[src/rtl/mips_prog_loader.sv]
// Serial program loader: hunts for a framed byte stream, assembles big-endian
// 32-bit words into instruction memory and releases the CPU once the frame is complete.
module mips_prog_loader #(
    parameter int          ADDR_W    = 10,
    parameter logic [7:0]  SYNC_BYTE = 8'hA5
) (
    input  logic              clk1,
    input  logic              rst_n,
    input  logic              restart,
    input  logic              in_valid,
    input  logic [7:0]        in_data,
    output logic              in_ready,
    output logic              mem_we,
    output logic [ADDR_W-1:0] mem_addr,
    output logic [31:0]       mem_wdata,
    output logic              cpu_start,
    output logic              done,
    output logic              err,
    output logic [ADDR_W:0]   words_loaded
);

    localparam logic [31:0] DEPTH = 32'd1 << ADDR_W;

    typedef enum logic [2:0] {
        HUNT,
        CNT_HI,
        CNT_LO,
        DATA,
        WRITE,
        DONE,
        ERR
    } state_t;

    state_t          state;
    logic [15:0]     count;
    logic [23:0]     word_sr;
    logic [1:0]      byte_idx;
    logic            accept;
    logic [15:0]     new_count;
    logic [ADDR_W:0] wl_next;

    assign accept    = in_valid & in_ready;
    assign new_count = {count[15:8], in_data};
    assign wl_next   = words_loaded + (ADDR_W+1)'(1);

    // in_ready is registered, so every transition also sets the ready level of its target state.
    always_ff @(posedge clk1) begin
        if (!rst_n) begin
            state        <= HUNT;
            in_ready     <= 1'b0;
            mem_we       <= 1'b0;
            mem_addr     <= '0;
            mem_wdata    <= '0;
            cpu_start    <= 1'b0;
            done         <= 1'b0;
            err          <= 1'b0;
            words_loaded <= '0;
            count        <= '0;
            word_sr      <= '0;
            byte_idx     <= '0;
        end else begin
            mem_we    <= 1'b0;
            cpu_start <= 1'b0;
            if (restart) begin
                state        <= HUNT;
                in_ready     <= 1'b1;
                done         <= 1'b0;
                err          <= 1'b0;
                words_loaded <= '0;
                word_sr      <= '0;
                byte_idx     <= '0;
            end else begin
                in_ready <= in_ready | (state inside {HUNT, CNT_HI, CNT_LO, DATA});
                case (state)
                    HUNT: begin
                        in_ready <= 1'b1;
                        if (accept && in_data == SYNC_BYTE)
                            state <= CNT_HI;
                    end
                    CNT_HI: begin
                        if (accept) begin
                            count[15:8] <= in_data;
                            state       <= CNT_LO;
                        end
                    end
                    CNT_LO: begin
                        if (accept) begin
                            count        <= new_count;
                            words_loaded <= '0;
                            byte_idx     <= '0;
                            if (new_count == 16'd0) begin
                                state     <= DONE;
                                in_ready  <= 1'b0;
                                done      <= 1'b1;
                                cpu_start <= 1'b1;
                            end else if (32'(new_count) > DEPTH) begin
                                state    <= ERR;
                                in_ready <= 1'b0;
                                err      <= 1'b1;
                            end else begin
                                state <= DATA;
                            end
                        end
                    end
                    DATA: begin
                        if (accept) begin
                            word_sr <= {word_sr[15:0], in_data};
                            if (byte_idx == 2'd3) begin
                                state     <= WRITE;
                                in_ready  <= 1'b0;
                                mem_we    <= 1'b1;
                                mem_addr  <= words_loaded[ADDR_W-1:0];
                                mem_wdata <= {word_sr, in_data};
                                byte_idx  <= '0;
                            end else begin
                                byte_idx <= byte_idx + 2'd1;
                            end
                        end
                    end
                    WRITE: begin
                        words_loaded <= wl_next;
                        if (32'(wl_next) == 32'(count)) begin
                            state     <= DONE;
                            in_ready  <= 1'b0;
                            done      <= 1'b1;
                            cpu_start <= 1'b1;
                        end else begin
                            state    <= DATA;
                            in_ready <= 1'b1;
                        end
                    end
                    DONE: begin
                        in_ready <= 1'b0;
                        done     <= 1'b1;
                    end
                    ERR: begin
                        in_ready <= 1'b0;
                        err      <= 1'b1;
                    end
                    default: begin
                        state    <= HUNT;
                        in_ready <= 1'b1;
                    end
                endcase
            end
        end
    end

endmodule

[config.mk]
export PLATFORM = sky130hd
export DESIGN_NAME = mips_prog_loader
export DESIGN_NICKNAME = d
export VERILOG_FILES = /design/src/rtl/mips_prog_loader.sv
export SDC_FILE = /design/constraint.sdc
export NUM_CORES = 1
export LEC_CHECK = 0
export ABC_AREA = 1
export CAP_MARGIN = 5
export CORE_AREA = 4 4 99 101
export DETAILED_ROUTE_END_ITERATION = 8
export DIE_AREA = 0 0 103 105
export PLACE_DENSITY = 0.83
export REMOVE_ABC_BUFFERS = 1
export SYNTH_ARGS = -nofsm -noshare
export SYNTH_HDL_FRONTEND = slang
export SYNTH_SLANG_ARGS = --single-unit
[constraint.sdc]
create_clock -name clk1 -period 1.55 [get_ports clk1]
set_input_delay 0.465 -clock clk1 [delete_from_list [all_inputs] [get_ports clk1]]
set_output_delay 0.465 -clock clk1 [all_outputs]
set_load 0.01 [all_outputs]
==> results.json, run 1 <==
{
  "status": "finished, violations left",
  "violations": "negative setup slack",
  "path_clk_slew_ns": 0.10,
  "numCtsBuffers": 9,
  "syn_to_final_growth_pct": 40.1,
  "portBuffers": 69,
  "cp.arrival_ns": 2.14,
  "synth_top_area_share_pct": 48.6,
  "hold_viol": 0,
  "antenna_cells": 0,
  "end_kind": "flip-flop",
  "grt_max_degree": 40,
  "critPathKind": "flip-flop to flip-flop",
  "placed_cells": 813,
  "fin_worst_skew_ns": 0.00946,
  "synth_cell_type_count": 32,
  "vias": 4441,
  "hpwl_um": 8200,
  "setup_violations": 42,
  "place_area_um2": 5550,
  "rsz0062_at_grt": "yes",
  "leakage_nw": 2.78,
  "drv_slew": 0,
  "ys_ff_latch": 103,
  "yosysSeqAreaShare_pct": 48.6,
  "final_cell_area_um2": 5940,
  "pwr-share-comb_pct": 3.7,
  "reg2regPathDepth": 15,
  "initial_utilization_pct": 47.0,
  "startpoint_type": "flip-flop",
  "grt_overflow": 0,
  "die_area_um2": 10800,
  "drc_errors": 0,
  "crit_path_start": "words_loaded[2]",
  "rrSetupSlack_ns": -0.29,
  "cts.hold.buffers_added": 0,
  "min_delay_worst_endpoint": "done",
  "grt_pass1_vias": 4387,
  "final_cells": 837,
  "synth_area_leaders": "dfxtp_1 49%, nor2_1 9.7%, o21ai_0 9.6%",
  "pre_cts_slack_ns": -0.648,
  "fin_ws_ns": -0.286,
  "period_needed_ns": 1.84,
  "intPower_mw": 3.32,
  "reg2reg_from": "words_loaded[2]",
  "wire_per_inst_um": 14.6,
  "hold_class": "flip-flop to flip-flop",
  "pwr-share-clk_pct": 36.0,
  "grt_pass1_wl_um": 19600,
  "finalWirelength_um": 12200,
  "cts.path.max_buffers": 2,
  "p_sw_share_pct": 24.3,
  "fp.dieH_um": 105,
  "rr_endpoint": "state[2]",
  "synth.largest_area_cell": "dfxtp_1",
  "cts_root_buf": "clkbuf_8",
  "grt.total_usage_pct": 22.4,
  "nets": 735,
  "htreeDepth": 3,
  "numClockSinks": 103,
  "ant_nets": 0,
  "synth_cells": 582,
  "cap_violations": 0,
  "fp.coreArea_um2": 9020,
  "p_total_mw": 4.39,
  "io_pins": 70,
  "worstHoldPathCells": 2,
  "fill_cells": 730,
  "fmax_mhz": 545,
  "routed_via_density": 5.31,
  "p_per_area_nw_per_um2": 739,
  "first_iter_violations": 213,
  "cp.required_ns": 1.86,
  "worstMarginPinSlew_ns": 0.352,
  "p_sw_mw": 1.07,
  "die_w_um": 103,
  "first_pass_iters": 5,
  "cts_tree": "done",
  "path_max_fanout": 6,
  "yosys_warnings": 0,
  "maxSlewHeadroom_pct": 76.6,
  "post-route-period-util_pct": 118,
  "drive_gt1_share_pct": 23.8,
  "syn-cell-area_um2": 4240,
  "gp_congestion": 0.886,
  "antenna_found_initial": 0,
  "avgSynthCellArea_um2": 7.28,
  "rows": 35,
  "peakVddDrop_mv": 0.571,
  "clk_latency_ns": 0.37,
  "p_seq_share_pct": 60.3,
  "min_from": "done"
}
[power by group through the flow]
stage               clock network [mW]  registers, mW  logic [mW]
floorplan                            0           2.71      0.0323
global placement                     0           2.71       0.156
detailed placement                   0           2.71       0.158
CTS                               1.62           2.64       0.154
global route                      1.70           2.64       0.174
finish                            1.58           2.64       0.162
[registers in the layout (all words and copies together) (netlist names)]
signal        flops
mem_wdata        32
mem_we            1
state             3
done              1
in_ready          1
word_sr          24
err               1
byte_idx          2
count            16
words_loaded     11
mem_addr         10
cpu_start         1
[kinds of logic after synthesis]
logic type	count (synthesis)	synth area share [%]
AOI/OAI and AO/OA	153	18.6
xor gates and xnor gates	2	0.413
adders and majority gates	2	0.590
buffers and inverters	78	7.17
DFF	103	48.6
and+or+nand+nor	244	24.6
[how the worst max path moves through the flow]
stage / end / slack (ns) / cells past startpoint
CTS: state[2] / -0.21 / 15
global placement: state[2] / -0.61 / 11
finish: state[2] / -0.29 / 15
floorplan: word_sr[14] / -0.81 / 7
global route: state[2] / -0.52 / 15
detailed placement: state[2] / -0.65 / 11
[area by class of cell]
class,count,area [um^2],share of cell area (%)
flip-flops and latches,103,2080,35.1
inverters,50,195,3.29
clock inverters,6,52.6,0.885
multi-input cells,401,2000,33.7
repair buffers,156,1340,22.5
well taps,111,139,2.34
clock buffers,10,128,2.15
[routing by layer]
| layer | global-route usage [%] | vias up | wire (um) |
|---|---|---|---|
| li1 | - | 2178 | - |
| met1 | 28.6 | 2075 | 5140 |
| met2 | 36.9 | 152 | 5950 |
| met3 | 4.27 | 36 | 757 |
| met4 | 8.79 | 0 | 379 |
| met5 | 0 | - | 0 |
[cell usage in the layout, fill, tap and decap left out, drive strengths merged, types with 2 or more instances in the layout]
master / netlist / layout
nor2: 115 / 115
dfxtp: 103 / 103
nand2: 92 / 92
buf: 7 / 91
o21ai: 85 / 85
a21oi: 62 / 62
dlygate4sd2: 0 / 55
inv: 50 / 53
nand3: 24 / 24
clkbuf: 21 / 14
nor3: 5 / 5
clkdlybuf4s15: 0 / 4
nand4: 3 / 3
xor2: 2 / 2
nand3b: 2 / 2
nor4: 2 / 2
clkinvlp: 0 / 2
ha: 2 / 2
[what timing repair did]
action,CTS,global route
buffers inserted,4,3
gates resized for setup,135,35
cloned,1,1
endpoints found under the setup margin,155,102
pin swaps,11,11
endpoints found under the hold margin,0,0
[through the flow]
step,hold WS (ns),setup TNS (ns),util [%]
CTS,0.451,-0.834,64.4
finish,0.449,-3.82,65.8
global placement,0.443,-49.93,61.5
floorplan,0.437,-47.70,-
detailed placement,0.439,-54.57,61.5
global route,0.469,-11.20,65.8
[Yosys cell counts]
cell / instances
a211oi_1: 1
o21ai_1: 4
nand3b_1: 2
a31oi_1: 1
a21oi_2: 1
nand3_1: 20
o211ai_1: 1
o21ai_0: 81
nand4_1: 3
nand2_1: 90
nor3_4: 1
nand2_2: 2
nor2_2: 3
nor2_4: 2
xor2_1: 2
inv_1: 46
nand3_2: 3
or2_1: 1
ha_1: 2
inv_2: 4
o21bai_2: 1
nand3_4: 1
dfxtp_1: 103
clkbuf_1: 21
a21oi_1: 61
o221ai_1: 1
buf_4: 1
buf_2: 6
nor3_1: 4
o2111ai_1: 1
nor4_1: 2
nor2_1: 110
[worst max-delay path, cell delays in order, from the launching register on]
cell     delay (ns)
dfxtp_4        0.36
buf_4          0.16
nand3_4        0.12
nor2_4         0.16
nand2_1        0.08
nand2_2        0.07
nand2_1        0.05
nand2_1        0.06
nand2_1        0.05
inv_1          0.06
nand3_2        0.10
nor2_1         0.11
nand2_1        0.08
nand2_1        0.09
nand2_1        0.08
a21oi_2        0.11
No activity file was read; power rests on OpenSTA's default activity.
==> run 2: changes to the inputs <==
--- a/config.mk
+++ b/config.mk
@@ -8,10 +8,12 @@
 export ABC_AREA = 1
 export CAP_MARGIN = 5
 export CORE_AREA = 4 4 99 101
+export CTS_CLUSTER_SIZE = 8
 export DETAILED_ROUTE_END_ITERATION = 8
 export DIE_AREA = 0 0 103 105
-export PLACE_DENSITY = 0.83
+export PLACE_DENSITY_LB_ADDON = 0.08
 export REMOVE_ABC_BUFFERS = 1
+export SLEW_MARGIN = 30
 export SYNTH_ARGS = -nofsm -noshare
 export SYNTH_HDL_FRONTEND = slang
 export SYNTH_SLANG_ARGS = --single-unit
==> results.json, run 2 (same netlist as run 1, synthesis figures left out) <==
{
  "setup_violations": 5,
  "startpoint_type": "flip-flop",
  "drv_slew": 0,
  "clk_latency_ns": 0.38,
  "reg2regPathDepth": 13,
  "mostFrequentLayoutCell": "nor2_1",
  "hold_viol": 0,
  "worstHoldPathCells": 2,
  "antenna_cells": 0,
  "maxSlewHeadroom_pct": 77.2,
  "cts.path.max_buffers": 2,
  "cp.arrival_ns": 2.15,
  "cp.required_ns": 1.88,
  "first_pass_iters": 4,
  "worstMarginPinSlew_ns": 0.342,
  "cp_cell_sequence": "ha_4 > inv_2 > nand2_2 > nand2_2 > nor2_1 > nand2_1 > nor2_1 > nand3_1 > nor2_2 > nand3_2 > o21bai_4 > nand3b_1 > a21oi_1",
  "routed_via_density": 4.95,
  "numCtsBuffers": 9,
  "nets": 745,
  "antenna_found_initial": 0,
  "fmax_mhz": 549,
  "hold_class": "flip-flop to flip-flop",
  "largest_register": "mem_wdata",
  "die_w_um": 103,
  "grt_overflow": 0,
  "min_from": "done",
  "portBuffers": 69,
  "grt_max_degree": 51,
  "drc_errors": 0,
  "end_kind": "flip-flop",
  "slowest_stage": "dfxtp_2",
  "path_depth": 13,
  "cts_tree": "done",
  "finalWirelength_um": 11600,
  "gp_congestion": 0.826,
  "fp.dieH_um": 105,
  "min_delay_worst_endpoint": "done",
  "violations": "negative setup slack",
  "leakage_nw": 2.87,
  "fp.coreArea_um2": 9020,
  "vias": 4196,
  "htreeDepth": 3,
  "fin_util_pct": 67.6,
  "period_needed_ns": 1.82,
  "p_per_area_nw_per_um2": 757,
  "first_iter_violations": 164,
  "final_cell_mix": "98 x nor2_1, 88 x dfxtp_1, 81 x buf_4, 78 x nand2_1, 70 x o21ai_0",
  "peakVddDrop_mv": 0.471,
  "ant_nets": 0,
  "reg2reg_from": "words_loaded[0]",
  "grt.total_usage_pct": 22.4,
  "max_stage_delay_ns": 0.36,
  "rows": 35,
  "post-route-period-util_pct": 118,
  "numClockSinks": 103,
  "critPathKind": "flip-flop to flip-flop",
  "rr_endpoint": "done",
  "fin_ws_ns": -0.273,
  "io_pins": 70,
  "hpwl_um": 7910,
  "cts_root_buf": "clkbuf_8",
  "rrSetupSlack_ns": -0.27,
  "reg_top3": "mem_wdata (32), word_sr (24), count (16)",
  "die_area_um2": 10800,
  "cts.hold.buffers_added": 0,
  "grt_pass1_wl_um": 19500,
  "path_clk_slew_ns": 0.12,
  "syn_to_final_growth_pct": 43.8,
  "grt_pass1_vias": 4118,
  "critical-path-top-delay-family": "simple AND/OR/NAND/NOR gates",
  "drive_gt1_share_pct": 26.6,
  "wire_per_inst_um": 13.7,
  "seq_area_um2": 2090,
  "fill_cells": 783,
  "cp_num_buf_inv": 1,
  "initial_utilization_pct": 47.0,
  "status": "finished, violations left",
  "fin_worst_skew_ns": 0.0134,
  "multi_input_area_um2": 2050,
  "rsz0062_at_grt": "yes",
  "cap_violations": 0,
  "path_max_fanout": 3,
  "largest_register_ff_count": 32,
  "pre_cts_slack_ns": -0.661
}
-- run 2: cell types whose count changed in the layout (fill, tap and decap cells not counted), sizes merged --
cell / previous run / this run
buf: 91 / 103
inv: 53 / 54
clkdlybuf4s50: 0 / 1
clkinv: 1 / 4
dlygate4sd2: 55 / 54
clkbuf: 14 / 11
bufbuf: 1 / 0
clkinvlp: 2 / 0
-- run 2: how the worst max path moves through the flow --
stage,slack [ns],startpoint,endpoint
after global routing,-0.40,words_loaded[1],done
after detailed placement,-0.66,in_data[7],state[2]
after global placement,-0.66,in_data[4],state[2]
after CTS,-0.25,words_loaded[0],done
final,-0.27,words_loaded[0],done
after floorplan,-0.81,state[0],word_sr[14]
-- run 2: final cells by class --
type | instances | area share, %
flip-flops and latches | 103 | 34.2
multi-input cells | 401 | 33.6
repair buffers | 165 | 22.9
clock inverters | 7 | 1.58
well taps | 111 | 2.28
inverters | 50 | 3.28
clock buffers | 9 | 2.03
repair inverters | 1 | 0.144
-- run 2: stage by stage --
step / hold slack (ns) / cell area, um^2 / setup TNS, ns / total power [mW] / std cells
floorplan: 0.437 / 4120 / -47.70 / 2.74 / 554
global placement: 0.441 / 5600 / -47.25 / 2.88 / 817
detailed placement: 0.448 / 5600 / -49.79 / 2.87 / 817
CTS: 0.467 / 5980 / -1.01 / 4.64 / 845
global route: 0.480 / 6100 / -4.96 / 4.77 / 847
finish: 0.459 / 6100 / -1.02 / 4.62 / 847
-- run 2: per-layer routing --
metal / vias up / routed length (um) / global-route usage, %
met4: 0 / 198 / 7.49
li1: 2188 / - / -
met2: 87 / 5630 / 38.4
met5: - / 0 / 0
met3: 15 / 387 / 2.87
met1: 1906 / 5360 / 28.7
-- run 2: worst min-delay path: stages (launching register included) --
cell and delay (ns):
dfxtp_1 0.33, inv_1 0.05, a21oi_1 0.05
-- run 2: timing repair --
item                                   CTS  global route
gates resized for setup                140            53
pin swaps                               13            19
setup endpoints to repair              137           100
endpoints found under the hold margin    0             0
setup buffers                            9             2
gates cloned                             3             0
-- run 2: where the power goes --
group          internal, mW  switching [mW]
Combinational        0.0765          0.0954
Sequential             2.64        0.000898
Clock                 0.672            1.13
==> run 3: changes to the inputs <==
--- a/config.mk
+++ b/config.mk
@@ -7,10 +7,10 @@
 export LEC_CHECK = 0
 export ABC_AREA = 1
 export CAP_MARGIN = 5
-export CORE_AREA = 4 4 99 101
+export CORE_AREA = 2 2 97 99
 export CTS_CLUSTER_SIZE = 8
 export DETAILED_ROUTE_END_ITERATION = 8
-export DIE_AREA = 0 0 103 105
+export DIE_AREA = 0 0 99 101
 export PLACE_DENSITY_LB_ADDON = 0.08
 export REMOVE_ABC_BUFFERS = 1
 export SLEW_MARGIN = 30
==> results.json, run 3 (same netlist as run 1, synthesis figures left out) <==
{
  "rr_endpoint": "state[2]",
  "first_pass_iters": 4,
  "post-route-period-util_pct": 119,
  "drive_gt1_share_pct": 25.2,
  "fmax_mhz": 542,
  "rrSetupSlack_ns": -0.29,
  "cp_cell_sequence": "ha_4 > inv_2 > nand2_1 > nand2_1 > nor2_1 > nand2_1 > nor2_1 > nand3_1 > nor2_2 > nand3_2 > nor2_2 > nand2_2 > nand2_1 > nand2_1 > a21oi_2",
  "largest_register": "mem_wdata",
  "multi_input_area_um2": 2030,
  "gp_congestion": 0.875,
  "path_clk_slew_ns": 0.11,
  "period_needed_ns": 1.84,
  "vias": 4312,
  "grt_overflow": 0,
  "reg2reg_from": "words_loaded[1]",
  "grt.total_usage_pct": 24.9,
  "hpwl_um": 7770,
  "fill_cells": 774,
  "drv_slew": 0,
  "grt_pass1_vias": 4159,
  "peakVddDrop_mv": 0.519,
  "violations": "negative setup slack",
  "numClockSinks": 103,
  "intPower_mw": 3.34,
  "max_stage_delay_ns": 0.36,
  "cts.hold.buffers_added": 0,
  "fin_ws_ns": -0.295,
  "p_seq_share_pct": 59.2,
  "routed_via_density": 5.08,
  "worstMarginPinSlew_ns": 0.339,
  "fin_worst_skew_ns": 0.0106,
  "min_from": "in_data[7]",
  "die_w_um": 99,
  "fp.dieH_um": 101,
  "hold_viol": 0,
  "nets": 747,
  "initial_utilization_pct": 47.2,
  "finalWirelength_um": 12100,
  "crit_top_cell": "nand2_1",
  "drc_errors": 0,
  "clk_latency_ns": 0.37,
  "antenna_cells": 0,
  "largest_register_ff_count": 32,
  "reg_top3": "mem_wdata (32), word_sr (24), count (16)",
  "ant_nets": 0,
  "path_max_fanout": 3,
  "first_iter_violations": 192,
  "cts_tree": "done",
  "end_kind": "flip-flop",
  "maxSlewHeadroom_pct": 77.2,
  "cp.required_ns": 1.86,
  "rows": 35,
  "p_sw_share_pct": 25.1,
  "pwr-share-clk_pct": 37.1,
  "portBuffers": 69,
  "slowest_stage": "dfxtp_2",
  "min_delay_worst_endpoint": "mem_wdata[7]",
  "cts_root_buf": "clkbuf_8",
  "fp.coreArea_um2": 8980,
  "die_area_um2": 10000,
  "status": "finished, violations left",
  "startpoint_type": "flip-flop",
  "mostFrequentLayoutCell": "nor2_1",
  "syn_to_final_growth_pct": 44.7,
  "final_cell_mix": "93 x nor2_1, 90 x dfxtp_1, 88 x nand2_1, 83 x buf_4, 76 x o21ai_0",
  "p_total_mw": 4.47,
  "grt_max_degree": 37,
  "p_sw_mw": 1.12,
  "io_pins": 70,
  "hold_class": "input pin to flip-flop",
  "critPathKind": "flip-flop to flip-flop",
  "worstHoldPathCells": 3,
  "antenna_found_initial": 0,
  "seq_area_um2": 2080,
  "numCtsBuffers": 9,
  "cts.path.max_buffers": 2,
  "cp.arrival_ns": 2.16,
  "reg2regPathDepth": 15,
  "grt_pass1_wl_um": 20000,
  "p_per_area_nw_per_um2": 728,
  "pwr-share-comb_pct": 3.8,
  "setup_violations": 40,
  "wire_per_inst_um": 14.2,
  "cap_violations": 0,
  "rsz0062_at_grt": "yes",
  "placed_cells": 814,
  "leakage_nw": 2.85,
  "critical-path-top-delay-family": "simple AND/OR/NAND/NOR gates",
  "cp_num_buf_inv": 1,
  "final_cells": 849,
  "htreeDepth": 3
}
[run 3: cell count changes in the layout (fill, tap and decap cells not counted), sizes merged]
cell | previous run | this run
buf | 103 | 101
clkdlybuf4s15 | 4 | 7
dlygate4sd2 | 54 | 52
clkbuf | 11 | 14
[run 3: layout make-up]
cell class | count | share of cell area [%]
inverter | 50 | 3.33
clock buffer | 10 | 2.08
tap | 111 | 2.26
sequential | 103 | 34.0
multi-input combinational | 401 | 33.0
clock inverter | 6 | 1.10
timing repair inverter | 2 | 0.469
timing repair buffer | 166 | 23.7
[run 3: power groups by stage]
| stage | sequential (mW) | combinational, mW | clock [mW] |
|---|---|---|---|
| 2_1_floorplan | 2.71 | 0.0323 | 0 |
| 3_5_place_dp | 2.71 | 0.162 | 0 |
| 3_3_place_gp | 2.71 | 0.163 | 0 |
| 5_1_grt | 2.64 | 0.181 | 1.78 |
| 6_report | 2.64 | 0.168 | 1.66 |
| 4_1_cts | 2.64 | 0.161 | 1.68 |
[run 3: worst max-delay path by stage]
stage | end | cells past startpoint | startpoint | slack, ns
final | state[2] | 15 | words_loaded[1] | -0.29
after global routing | state[2] | 15 | words_loaded[1] | -0.48
after CTS | done | 13 | words_loaded[1] | -0.27
after detailed placement | state[2] | 11 | in_data[4] | -0.68
after global placement | state[2] | 11 | in_data[4] | -0.66
after floorplan | word_sr[14] | 7 | state[0] | -0.81
[run 3: per-stage QoR]
stage | area (um^2) | utilization [%] | setup WS [ns] | hold WS (ns) | setup TNS [ns]
after floorplan | 4120 | - | -0.813 | 0.437 | -47.70
after global placement | 5580 | 62.1 | -0.664 | 0.443 | -47.29
after detailed placement | 5580 | 62.1 | -0.681 | 0.447 | -51.58
after CTS | 6080 | 67.7 | -0.268 | 0.457 | -1.94
after global routing | 6130 | 68.3 | -0.477 | 0.438 | -9.68
final | 6130 | 68.3 | -0.295 | 0.442 | -2.85
[run 3: tightest hold or removal path: stages]
cell	delay, ns
buf_2	0.15
nor2_2	0.11
nor2_1	0.04
[run 3: timing repair]
action / 4_1_cts / 5_1_grt
buffers inserted: 13 / 2
resized for setup: 147 / 32
endpoints found under the setup margin: 142 / 95
gates cloned: 4 / 0
pin swaps: 12 / 7
[run 3: per-layer routing]
layer / vias up / global-route usage, % / share of wire (%) / wire (um)
li1: 2200 / - / - / -
met1: 1974 / 32.1 / 45 / 5380
met2: 110 / 41.4 / 48 / 5790
met3: 28 / 4.99 / 4.7 / 572
met4: 0 / 9.38 / 2.8 / 340
met5: - / 0 / 0 / 0
